[config.mk]
export PLATFORM = sky130hd
export DESIGN_NAME = alu_seq
export DESIGN_NICKNAME = d
export VERILOG_FILES = /design/src/rtl/alu_seq.sv
export SDC_FILE = /design/constraint.sdc
export NUM_CORES = 1
export LEC_CHECK = 0
export CAP_MARGIN = 0
export CORE_UTILIZATION = 60
export DETAILED_ROUTE_END_ITERATION = 8
export GPL_TIMING_DRIVEN = 0
export PLACE_DENSITY = 0.79
export SYNTH_ARGS = -nofsm -noshare
export SYNTH_HDL_FRONTEND = slang
export SYNTH_SLANG_ARGS = --single-unit
[constraint.sdc]
create_clock -name clk -period 14.75 [get_ports clk]
set_clock_uncertainty 0.2 [all_clocks]
set_input_delay 1.475 -clock clk [delete_from_list [all_inputs] [get_ports clk]]
set_output_delay 1.475 -clock clk [all_outputs]
set_load 0.01 [all_outputs]
[src/rtl/alu_seq.sv]
// alu_seq: per-lane sequential ALU for a compute core.
//
// Single-cycle ops cover ADD, SUB, MUL, AND, OR and XOR, the NZP compare,
// and DIV/REM by zero. DIV/REM with a nonzero divisor run on a restoring
// divider that takes DATA_W cycles. All outputs are registered. done pulses
// for one cycle each time alu_out/overflow/nzp update.
//
// Ports:
//   clk         rising-edge clock
//   reset       synchronous, active-high reset
//   enable      lane (thread) active
//   core_state  core pipeline state; issue is allowed only in EXEC_STATE
//   opcode      000 ADD, 001 SUB, 010 MUL, 011 DIV, 100 REM, 101 AND, 110 OR, 111 XOR
//   output_mux  1 = compare (NZP) result; opcode ignored
//   rs, rt      operands A and B
//   alu_out     registered result
//   nzp         registered {N,Z,P} from the last compare
//   overflow    carry/borrow/product-overflow/divide-by-zero flag of the last op
//   busy        divider running; issues are dropped while high
//   done        one-cycle pulse when the results update
module alu_seq #(
   parameter int unsigned               DATA_W     = 8,
   parameter int unsigned               STATE_W    = 3,
   parameter logic [STATE_W-1:0]        EXEC_STATE = 3'b101,
   parameter bit                        SIGNED_CMP = 1'b0
) (
   input  logic                clk,
   input  logic                reset,
   input  logic                enable,
   input  logic [STATE_W-1:0]  core_state,
   input  logic [2:0]          opcode,
   input  logic                output_mux,
   input  logic [DATA_W-1:0]   rs,
   input  logic [DATA_W-1:0]   rt,
   output logic [DATA_W-1:0]   alu_out,
   output logic [2:0]          nzp,
   output logic                overflow,
   output logic                busy,
   output logic                done
);

   localparam int unsigned CNT_W = $clog2(DATA_W + 1);

   localparam logic [2:0] OpAdd = 3'b000;
   localparam logic [2:0] OpSub = 3'b001;
   localparam logic [2:0] OpMul = 3'b010;
   localparam logic [2:0] OpDiv = 3'b011;
   localparam logic [2:0] OpRem = 3'b100;
   localparam logic [2:0] OpAnd = 3'b101;
   localparam logic [2:0] OpOr  = 3'b110;
   localparam logic [2:0] OpXor = 3'b111;

   typedef enum logic {StIdle, StDivide} state_e;

   state_e              state_q, state_d;
   logic [DATA_W-1:0]   alu_out_q, alu_out_d;
   logic [2:0]          nzp_q, nzp_d;
   logic                overflow_q, overflow_d;
   logic                busy_q, busy_d;
   logic                done_q, done_d;
   // Divider datapath: quo_q starts as the dividend and fills with quotient bits.
   logic [DATA_W-1:0]   quo_q, quo_d;
   logic [DATA_W-1:0]   rem_q, rem_d;
   logic [DATA_W-1:0]   dvsr_q, dvsr_d;
   logic [CNT_W-1:0]    cnt_q, cnt_d;
   logic                op_rem_q, op_rem_d;

   logic                  issue;
   logic [DATA_W:0]       sum;
   logic [DATA_W-1:0]     diff;
   logic [2*DATA_W-1:0]   prod;
   logic                  cmp_lt, cmp_gt, cmp_eq;
   logic [2:0]            cmp_nzp;
   logic [DATA_W:0]       rem_shift;
   logic [DATA_W:0]       rem_diff;
   logic [DATA_W:0]       rem_step;
   logic                  rem_fits;
   logic [DATA_W-1:0]     quo_step;
   logic                  unused_rem_msb;

   assign issue = enable && (core_state == EXEC_STATE) && (state_q == StIdle);

   assign sum  = {1'b0, rs} + {1'b0, rt};
   assign diff = rs - rt;
   assign prod = {{DATA_W{1'b0}}, rs} * {{DATA_W{1'b0}}, rt};

   always_comb begin
      if (SIGNED_CMP) begin
         cmp_lt = $signed(rs) < $signed(rt);
         cmp_gt = $signed(rs) > $signed(rt);
      end else begin
         cmp_lt = rs < rt;
         cmp_gt = rs > rt;
      end
   end
   assign cmp_eq  = (rs == rt);
   assign cmp_nzp = {cmp_lt, cmp_eq, cmp_gt};

   // One restoring step: shift in the next dividend bit, subtract if it fits.
   assign rem_shift = {rem_q, quo_q[DATA_W-1]};
   assign rem_diff  = rem_shift - {1'b0, dvsr_q};
   assign rem_fits  = rem_shift >= {1'b0, dvsr_q};
   assign rem_step  = rem_fits ? rem_diff : rem_shift;
   assign quo_step  = {quo_q[DATA_W-2:0], rem_fits};
   // After a restoring step the remainder is below the divisor, so its MSB is 0.
   assign unused_rem_msb = rem_step[DATA_W];

   always_comb begin
      state_d    = state_q;
      alu_out_d  = alu_out_q;
      nzp_d      = nzp_q;
      overflow_d = overflow_q;
      busy_d     = busy_q;
      done_d     = 1'b0;
      quo_d      = quo_q;
      rem_d      = rem_q;
      dvsr_d     = dvsr_q;
      cnt_d      = cnt_q;
      op_rem_d   = op_rem_q;

      unique case (state_q)
         StIdle: begin
            if (issue) begin
               done_d = 1'b1;
               if (output_mux) begin
                  alu_out_d  = {{(DATA_W-3){1'b0}}, cmp_nzp};
                  nzp_d      = cmp_nzp;
                  overflow_d = 1'b0;
               end else begin
                  unique case (opcode)
                     OpAdd: begin
                        alu_out_d  = sum[DATA_W-1:0];
                        overflow_d = sum[DATA_W];
                     end
                     OpSub: begin
                        alu_out_d  = diff;
                        overflow_d = rs < rt;
                     end
                     OpMul: begin
                        alu_out_d  = prod[DATA_W-1:0];
                        overflow_d = |prod[2*DATA_W-1:DATA_W];
                     end
                     OpDiv, OpRem: begin
                        if (rt == '0) begin
                           alu_out_d  = (opcode == OpRem) ? rs : '0;
                           overflow_d = 1'b1;
                        end else begin
                           // Result arrives after DATA_W divider steps.
                           done_d   = 1'b0;
                           state_d  = StDivide;
                           busy_d   = 1'b1;
                           quo_d    = rs;
                           rem_d    = '0;
                           dvsr_d   = rt;
                           cnt_d    = CNT_W'(DATA_W);
                           op_rem_d = (opcode == OpRem);
                        end
                     end
                     OpAnd: begin
                        alu_out_d  = rs & rt;
                        overflow_d = 1'b0;
                     end
                     OpOr: begin
                        alu_out_d  = rs | rt;
                        overflow_d = 1'b0;
                     end
                     OpXor: begin
                        alu_out_d  = rs ^ rt;
                        overflow_d = 1'b0;
                     end
                     default: begin
                        alu_out_d = alu_out_q;
                     end
                  endcase
               end
            end
         end
         StDivide: begin
            quo_d = quo_step;
            rem_d = rem_step[DATA_W-1:0];
            cnt_d = cnt_q - CNT_W'(1);
            if (cnt_q == CNT_W'(1)) begin
               state_d    = StIdle;
               busy_d     = 1'b0;
               done_d     = 1'b1;
               overflow_d = 1'b0;
               alu_out_d  = op_rem_q ? rem_step[DATA_W-1:0] : quo_step;
            end
         end
         default: begin
            state_d = StIdle;
         end
      endcase
   end

   always_ff @(posedge clk) begin
      if (reset) begin
         state_q    <= StIdle;
         alu_out_q  <= '0;
         nzp_q      <= '0;
         overflow_q <= 1'b0;
         busy_q     <= 1'b0;
         done_q     <= 1'b0;
         quo_q      <= '0;
         rem_q      <= '0;
         dvsr_q     <= '0;
         cnt_q      <= '0;
         op_rem_q   <= 1'b0;
      end else begin
         state_q    <= state_d;
         alu_out_q  <= alu_out_d;
         nzp_q      <= nzp_d;
         overflow_q <= overflow_d;
         busy_q     <= busy_d;
         done_q     <= done_d;
         quo_q      <= quo_d;
         rem_q      <= rem_d;
         dvsr_q     <= dvsr_d;
         cnt_q      <= cnt_d;
         op_rem_q   <= op_rem_d;
      end
   end

   assign alu_out  = alu_out_q;
   assign nzp      = nzp_q;
   assign overflow = overflow_q;
   assign busy     = busy_q;
   assign done     = done_q;

endmodule

==> results of run 1 <==
## per-layer routing
| layer | share of wire, % | track usage, % | vias up | wire length [um] |
|---|---|---|---|---|
| li1 | - | - | 2547 | - |
| met1 | 43 | 47.0 | 2595 | 7140 |
| met2 | 45 | 55.3 | 296 | 7410 |
| met3 | 8.6 | 5.85 | 66 | 1430 |
| met4 | 3.5 | 11.7 | 0 | 572 |
| met5 | 0 | 0 | - | 0 |
## final timing paths
| path | slack, ns | to | from | depth (start not counted) |
|---|---|---|---|---|
| setup reg to reg | 12.02 | alu_out[7]$_SDFFE_PP0P_ | dvsr_q[1]$_SDFFE_PP0P_ | 9 |
| hold reg to reg | 0.29 | cnt_q[3]$_SDFFE_PP0P_ | cnt_q[3]$_SDFFE_PP0P_ | 1 |
| hold / removal | 0.29 | cnt_q[3]$_SDFFE_PP0P_ | cnt_q[3]$_SDFFE_PP0P_ | 1 |
| setup / recovery | 7.96 | overflow$_SDFFE_PP0P_ | rs[3] | 19 |
## power groups by stage
stage | clock (mW) | combinational [mW] | sequential [mW]
finish | 0.0755 | 0.300 | 0.121
global route | 0.0801 | 0.339 | 0.121
CTS | 0.0756 | 0.298 | 0.120
detailed placement | 0 | 0.296 | 0.123
global placement | 0 | 0.286 | 0.123
floorplan | 0 | 0.223 | 0.123
## sequential cells by signal, indices dropped and copies added, names as in the netlist
name and flops:
rem_q 8, quo_q 8, op_rem_q 1, nzp 3, cnt_q 4, busy 1
done 1, overflow 1, alu_out 8, dvsr_q 8, state_q 1
## kinds of logic after synthesis
group,count (synthesis),synth area share (%)
XOR/XNOR,18,2.75
flip-flops,44,15.3
adder cells (fa/ha/maj),109,28.9
buffers and inverters,139,10.3
AO/OA/AOI/OAI,169,20.5
AND/OR/NAND/NOR,218,17.7
multiplexers,25,4.60
## final cells by class
type | instances | area [um^2] | area share [%]
flip-flops and latches | 44 | 881 | 13.9
inverters | 107 | 402 | 6.33
repair buffers | 36 | 360 | 5.68
clock buffers | 5 | 68.8 | 1.08
multi-input cells | 539 | 4270 | 67.3
well taps | 129 | 161 | 2.54
plain buffers | 32 | 189 | 2.98
clock inverters | 2 | 12.5 | 0.197
## stage by stage
stage / power (mW) / cells / setup WS, ns / area (um^2)
after floorplan: 0.346 / 722 / 9.05 / 5740
after global placement: 0.409 / 887 / 7.82 / 6260
after detailed placement: 0.419 / 887 / 7.72 / 6260
after CTS: 0.494 / 894 / 8.03 / 6340
after global routing: 0.539 / 894 / 7.61 / 6340
final: 0.496 / 894 / 7.96 / 6340
## cell usage in the layout (no fill, tap or decap), types with 8 or more instances in the layout
master	count
nor2_1	99
mux2i_1	23
a21oi_1	42
a222oi_1	8
ha_1	70
fa_1	39
clkbuf_8	8
nand2_1	51
nand2b_1	8
o21ai_0	31
clkdlybuf4s50_1	36
nand3_1	8
nor3_1	11
xnor2_1	11
inv_1	105
clkbuf_1	15
dfxtp_1	44
==> results_dict.tcl, run 1 <==
set metrics [dict create \
    hp-class "reg -> reg" \
    dieWidth_um 99.8 \
    yosys_warnings 0 \
    syn2layout_area_growth_pct 10.5 \
    vias_per_cell 6.16 \
    cts_tree "built" \
    setup_viol 0 \
    vias 5504 \
    rsz0062_at_grt "false" \
    clock-root-buffer "clkbuf_8" \
    async_flop_share_pct 0 \
    slew_violations 0 \
    grt_overflow_total 0 \
    synth-edff-count 0 \
    ys_types 77 \
    startpoint_type "primary input" \
    insertion_delay_ns 0.31 \
    grt_max_degree 14 \
    numCtsBuffers 5 \
    gp_congestion 0.952 \
    hold_buffers 0 \
    setup_tns_ns 0 \
    cp.required_ns 14.73 \
    wirelength_um 16600 \
    power_frac_clock_pct 15.2 \
    grt_pass1_vias 5440 \
    synth_area_per_cell_um2 7.95 \
    outcome "finished clean" \
    cp_top_family "adder cells" \
    clock_path_buffers 2 \
    crit_top_cell "inv_1" \
    worstPathArrival_ns 6.77 \
    cts-htree-levels 2 \
    post_cts_buffers 0 \
    globalRouteTotalUtil_pct 34.4 \
    dp_hpwl_um 13200 \
    ir_worst_vdd_v 0.0000968 \
    switching_power_mw 0.219 \
    first_pass_iters 5 \
    grt_pass1_wl_um 26800 \
    swShare_pct 44.1 \
    seq_area_frac_synth_pct 15.3 \
    cts.clk_slew.worst_paths_ns 0.09 \
    netlist_area_um2 5740 \
    end_kind "flip-flop" \
    drc 0 \
    cts.sinks 44 \
    layout-drive-gt1-share_pct 5.88 \
    first_iter_violations 563 \
    synth-main-ff-cell "dfxtp_1" \
    path_buf_inv 6 \
    period_minus_slack_ns 6.79 \
    synth_fp_nets 857 \
    timing.fmax_mhz 147 \
    finish.utilization_pct 68.7 \
    antenna_found_initial 0 \
    fp-row-count 35 \
    initial_utilization_pct 62.1 \
    antennaDiodeCount 0 \
    synth_cells 722 \
    cts_resized 0 \
    synth_area_leaders "dfxtp_1 (15%), ha_1 (15%), fa_1 (14%)" \
    max_stage_delay_ns 0.61 \
    die_height_um 99.8 \
    synth_top_area_share_pct 15.3 \
    synth.most_common_cell "inv_1" \
    seq_power_share_pct 24.3 \
    coreArea_um2 9240 \
    cp_max_fo 7 \
    synth-seq-cells 44 \
    fillers 795 \
    holdWs_ns 0.292 \
    final-hold-violation-count 0 \
    ys_top_cells_by_count "inv_1 (105), nor2_1 (99), ha_1 (70)" \
    worst_path_max_delay_cell "clkdlybuf4s50_1" \
    worstPathCellList "clkdlybuf4s50_1, inv_1, nor2_1, fa_1, inv_1, fa_1, inv_1, fa_1, inv_1, fa_1, inv_1, ha_1, nand2_1, o21ai_0, nor2_1, a2111oi_0, o211ai_1, nor4_1, a31oi_1" \
    die_area_um2 9970 \
    io_pins 40 \
    p_leak_nw 2.86 \
    fin_crit_sh_pct 46.0 \
    postRouteAntennaNets 0 \
    slew_headroom_pct 56.9 \
    layout.nets 900 \
    p_int_mw 0.277 \
    power_density_nw_per_um2 78.1 \
    synth_top_area_cell "dfxtp_1" \
    drv_cap 0 \
    worst_pin_slew_ns 0.646 \
    drt-wirelength-per-cell_um 18.5 \
    port-buffer-count 36 \
    comb_power_share_pct 60.4 \
    criticalPathCategory "in -> reg" \
]
No activity file was read; power rests on OpenSTA's default activity.
==> run 2, diff against run 1 <==
==> constraint.sdc (replaced) <==
create_clock -name clk -period 6.35 [get_ports clk]
set_clock_uncertainty 0.2 [all_clocks]
set_input_delay 0.635 -clock clk [delete_from_list [all_inputs] [get_ports clk]]
set_output_delay 0.635 -clock clk [all_outputs]
set_load 0.01 [all_outputs]
==> results of run 2 <==
Same layout as run 1 (identical final DEF). Status: finished clean.
Among the figures that moved: setup slack after placement 7.72 ns -> 0.157 ns; setup slack after layout 7.96 ns -> 0.400 ns; register-to-register setup slack 12.02 ns -> 3.62 ns; total power 0.496 mW -> 1.15 mW; worst IR drop on VDD 0.0000968 V -> 0.000225 V
==> run 3, diff against run 2 <==
--- a/config.mk
+++ b/config.mk
@@ -6,6 +6,7 @@
 export NUM_CORES = 1
 export LEC_CHECK = 0
 export CAP_MARGIN = 0
+export CORE_MARGIN = 2
 export CORE_UTILIZATION = 60
 export DETAILED_ROUTE_END_ITERATION = 8
 export GPL_TIMING_DRIVEN = 0
==> run 3 against run 2 <==
Compared with the run above:
- sequential share of layout area unchanged
- first-iteration DRC count decreased by 8.2%
- worst hold slack got worse by 0.0015 ns
- global-route usage decreased by 0.90 points
- flip-flop and latch count unchanged
- count of clock-buffer cells in the layout unchanged
- highest routed layer unchanged
- combinational power about the same
- power about the same
==> results_dict.tcl, run 3 (synthesis results as in run 1) <==
set metrics [dict create \
    power_density_nw_per_um2 181 \
    grt_max_degree 14 \
    p_int_mw 0.644 \
    seq_power_share_pct 24.3 \
    outcome "finished clean" \
    cts.clk_slew.worst_paths_ns 0.08 \
    worstPathArrival_ns 5.82 \
    swShare_pct 44.0 \
    layout-drive-gt1-share_pct 5.88 \
    period_minus_slack_ns 5.86 \
    fillers 804 \
    criticalPathCategory "in -> reg" \
    coreArea_um2 9280 \
    gp_congestion 0.903 \
    cts.sinks 44 \
    globalRouteTotalUtil_pct 33.5 \
    initial_utilization_pct 61.8 \
    clock-root-buffer "clkbuf_8" \
    switching_power_mw 0.507 \
    clock_path_buffers 2 \
    layout_common_cells "inv_1 (105), nor2_1 (99), ha_1 (70)" \
    grt_pass1_wl_um 26800 \
    wirelength_um 16500 \
    worst_path_max_delay_cell "clkdlybuf4s50_1" \
    end_kind "flip-flop" \
    postRouteAntennaNets 0 \
    grt_pass1_vias 5267 \
    power_frac_clock_pct 15.0 \
    cp_max_fo 8 \
    final_cells 894 \
    cp.required_ns 6.32 \
    cts-htree-levels 2 \
    io_pins 40 \
    final-hold-violation-count 0 \
    max_stage_delay_ns 0.70 \
    timing.fmax_mhz 171 \
    insertion_delay_ns 0.31 \
    dp_cells 887 \
    hold_buffers 0 \
    cts_resized 0 \
    drt-wirelength-per-cell_um 18.4 \
    antennaDiodeCount 0 \
    die_area_um2 10400 \
    dp_slack_ns 0.230 \
    dp_hpwl_um 13300 \
    dieWidth_um 102 \
    antenna_found_initial 0 \
    die_height_um 102 \
    p_leak_nw 2.86 \
    cts_tree "built" \
    hp-class "reg -> reg" \
    worst_slack_ns 0.494 \
    vias_per_cell 6.00 \
    rsz0062_at_grt "false" \
    first_pass_iters 5 \
    fp-row-count 35 \
    layout.nets 900 \
    drc 0 \
    crit_top_cell "inv_1" \
    comb_power_share_pct 60.7 \
    worst_pin_slew_ns 0.664 \
    setup_tns_ns 0 \
    ir_worst_vdd_v 0.000323 \
    fin_crit_sh_pct 92.2 \
    post_cts_buffers 0 \
    vias 5364 \
    startpoint_type "primary input" \
    finish.instance_area_um2 6340 \
    port-buffer-count 36 \
    final_common_cell "inv_1" \
    slew_headroom_pct 55.3 \
    grt_overflow_total 0 \
    numCtsBuffers 5 \
    worstPathCellList "clkdlybuf4s50_1, inv_1, nor2_1, fa_1, inv_1, fa_1, inv_1, fa_1, inv_1, fa_1, inv_1, ha_1, nand2_1, o21ai_0, nor2_1, a2111oi_0, o211ai_1, nor4_1, a31oi_1" \
    first_iter_violations 517 \
    setup_viol 0 \
    slew_violations 0 \
    finish.utilization_pct 68.3 \
    syn2layout_area_growth_pct 10.5 \
    drv_cap 0 \
    dpl_cell_area_um2 6260 \
]
run 3: worst max-delay path, delay by kind of cell:
family / cells / cell delay (ns)
compound gates: 4 / 1.06
fa+ha+maj: 5 / 2.39
simple gates: 4 / 0.48
buf+inv: 6 / 1.23
run 3: area by class of cell:
type / instances / area [um^2] / area share (%)
plain buffers: 32 / 189 / 2.98
inverters: 107 / 402 / 6.33
well taps: 129 / 161 / 2.54
clock buffers: 5 / 68.8 / 1.08
flip-flops and latches: 44 / 881 / 13.9
repair buffers: 36 / 360 / 5.68
multi-input cells: 539 / 4270 / 67.3
clock inverters: 2 / 12.5 / 0.197
run 3: power groups by stage:
stage / sequential [mW] / clock, mW / combinational [mW]
after detailed placement: 0.286 / 0 / 0.692
final: 0.280 / 0.172 / 0.699
after global placement: 0.286 / 0 / 0.668
after CTS: 0.280 / 0.172 / 0.697
after global routing: 0.280 / 0.190 / 0.791
after floorplan: 0.287 / 0 / 0.517
run 3: metal layers:
| metal | vias up | GRT usage (%) | routed length, um | share of wire, % |
|---|---|---|---|---|
| met5 | - | 0 | 0 | 0 |
| met4 | 0 | 11.3 | 600 | 3.6 |
| met3 | 48 | 5.88 | 1300 | 7.9 |
| met2 | 244 | 50.3 | 7210 | 44 |
| met1 | 2525 | 48.9 | 7350 | 45 |
| li1 | 2547 | - | - | - |
run 3: final timing paths:
| check | from | end | slack (ns) | depth (start not counted) |
|---|---|---|---|---|
| worst max register to register | rem_q[0]$_SDFFE_PP0P_ | alu_out[7]$_SDFFE_PP0P_ | 3.56 | 8 |
| worst min register to register | cnt_q[3]$_SDFFE_PP0P_ | cnt_q[3]$_SDFFE_PP0P_ | 0.29 | 1 |
| worst max-delay path | rs[5] | overflow$_SDFFE_PP0P_ | 0.49 | 19 |
| worst min-delay path | cnt_q[3]$_SDFFE_PP0P_ | cnt_q[3]$_SDFFE_PP0P_ | 0.29 | 1 |
run 3: stage by stage:
step,hold WS [ns],total power [mW]
3_3_place_gp,0.264,0.954
3_5_place_dp,0.277,0.978
4_1_cts,0.289,1.15
5_1_grt,0.325,1.26
2_1_floorplan,0.249,0.804
6_report,0.291,1.15
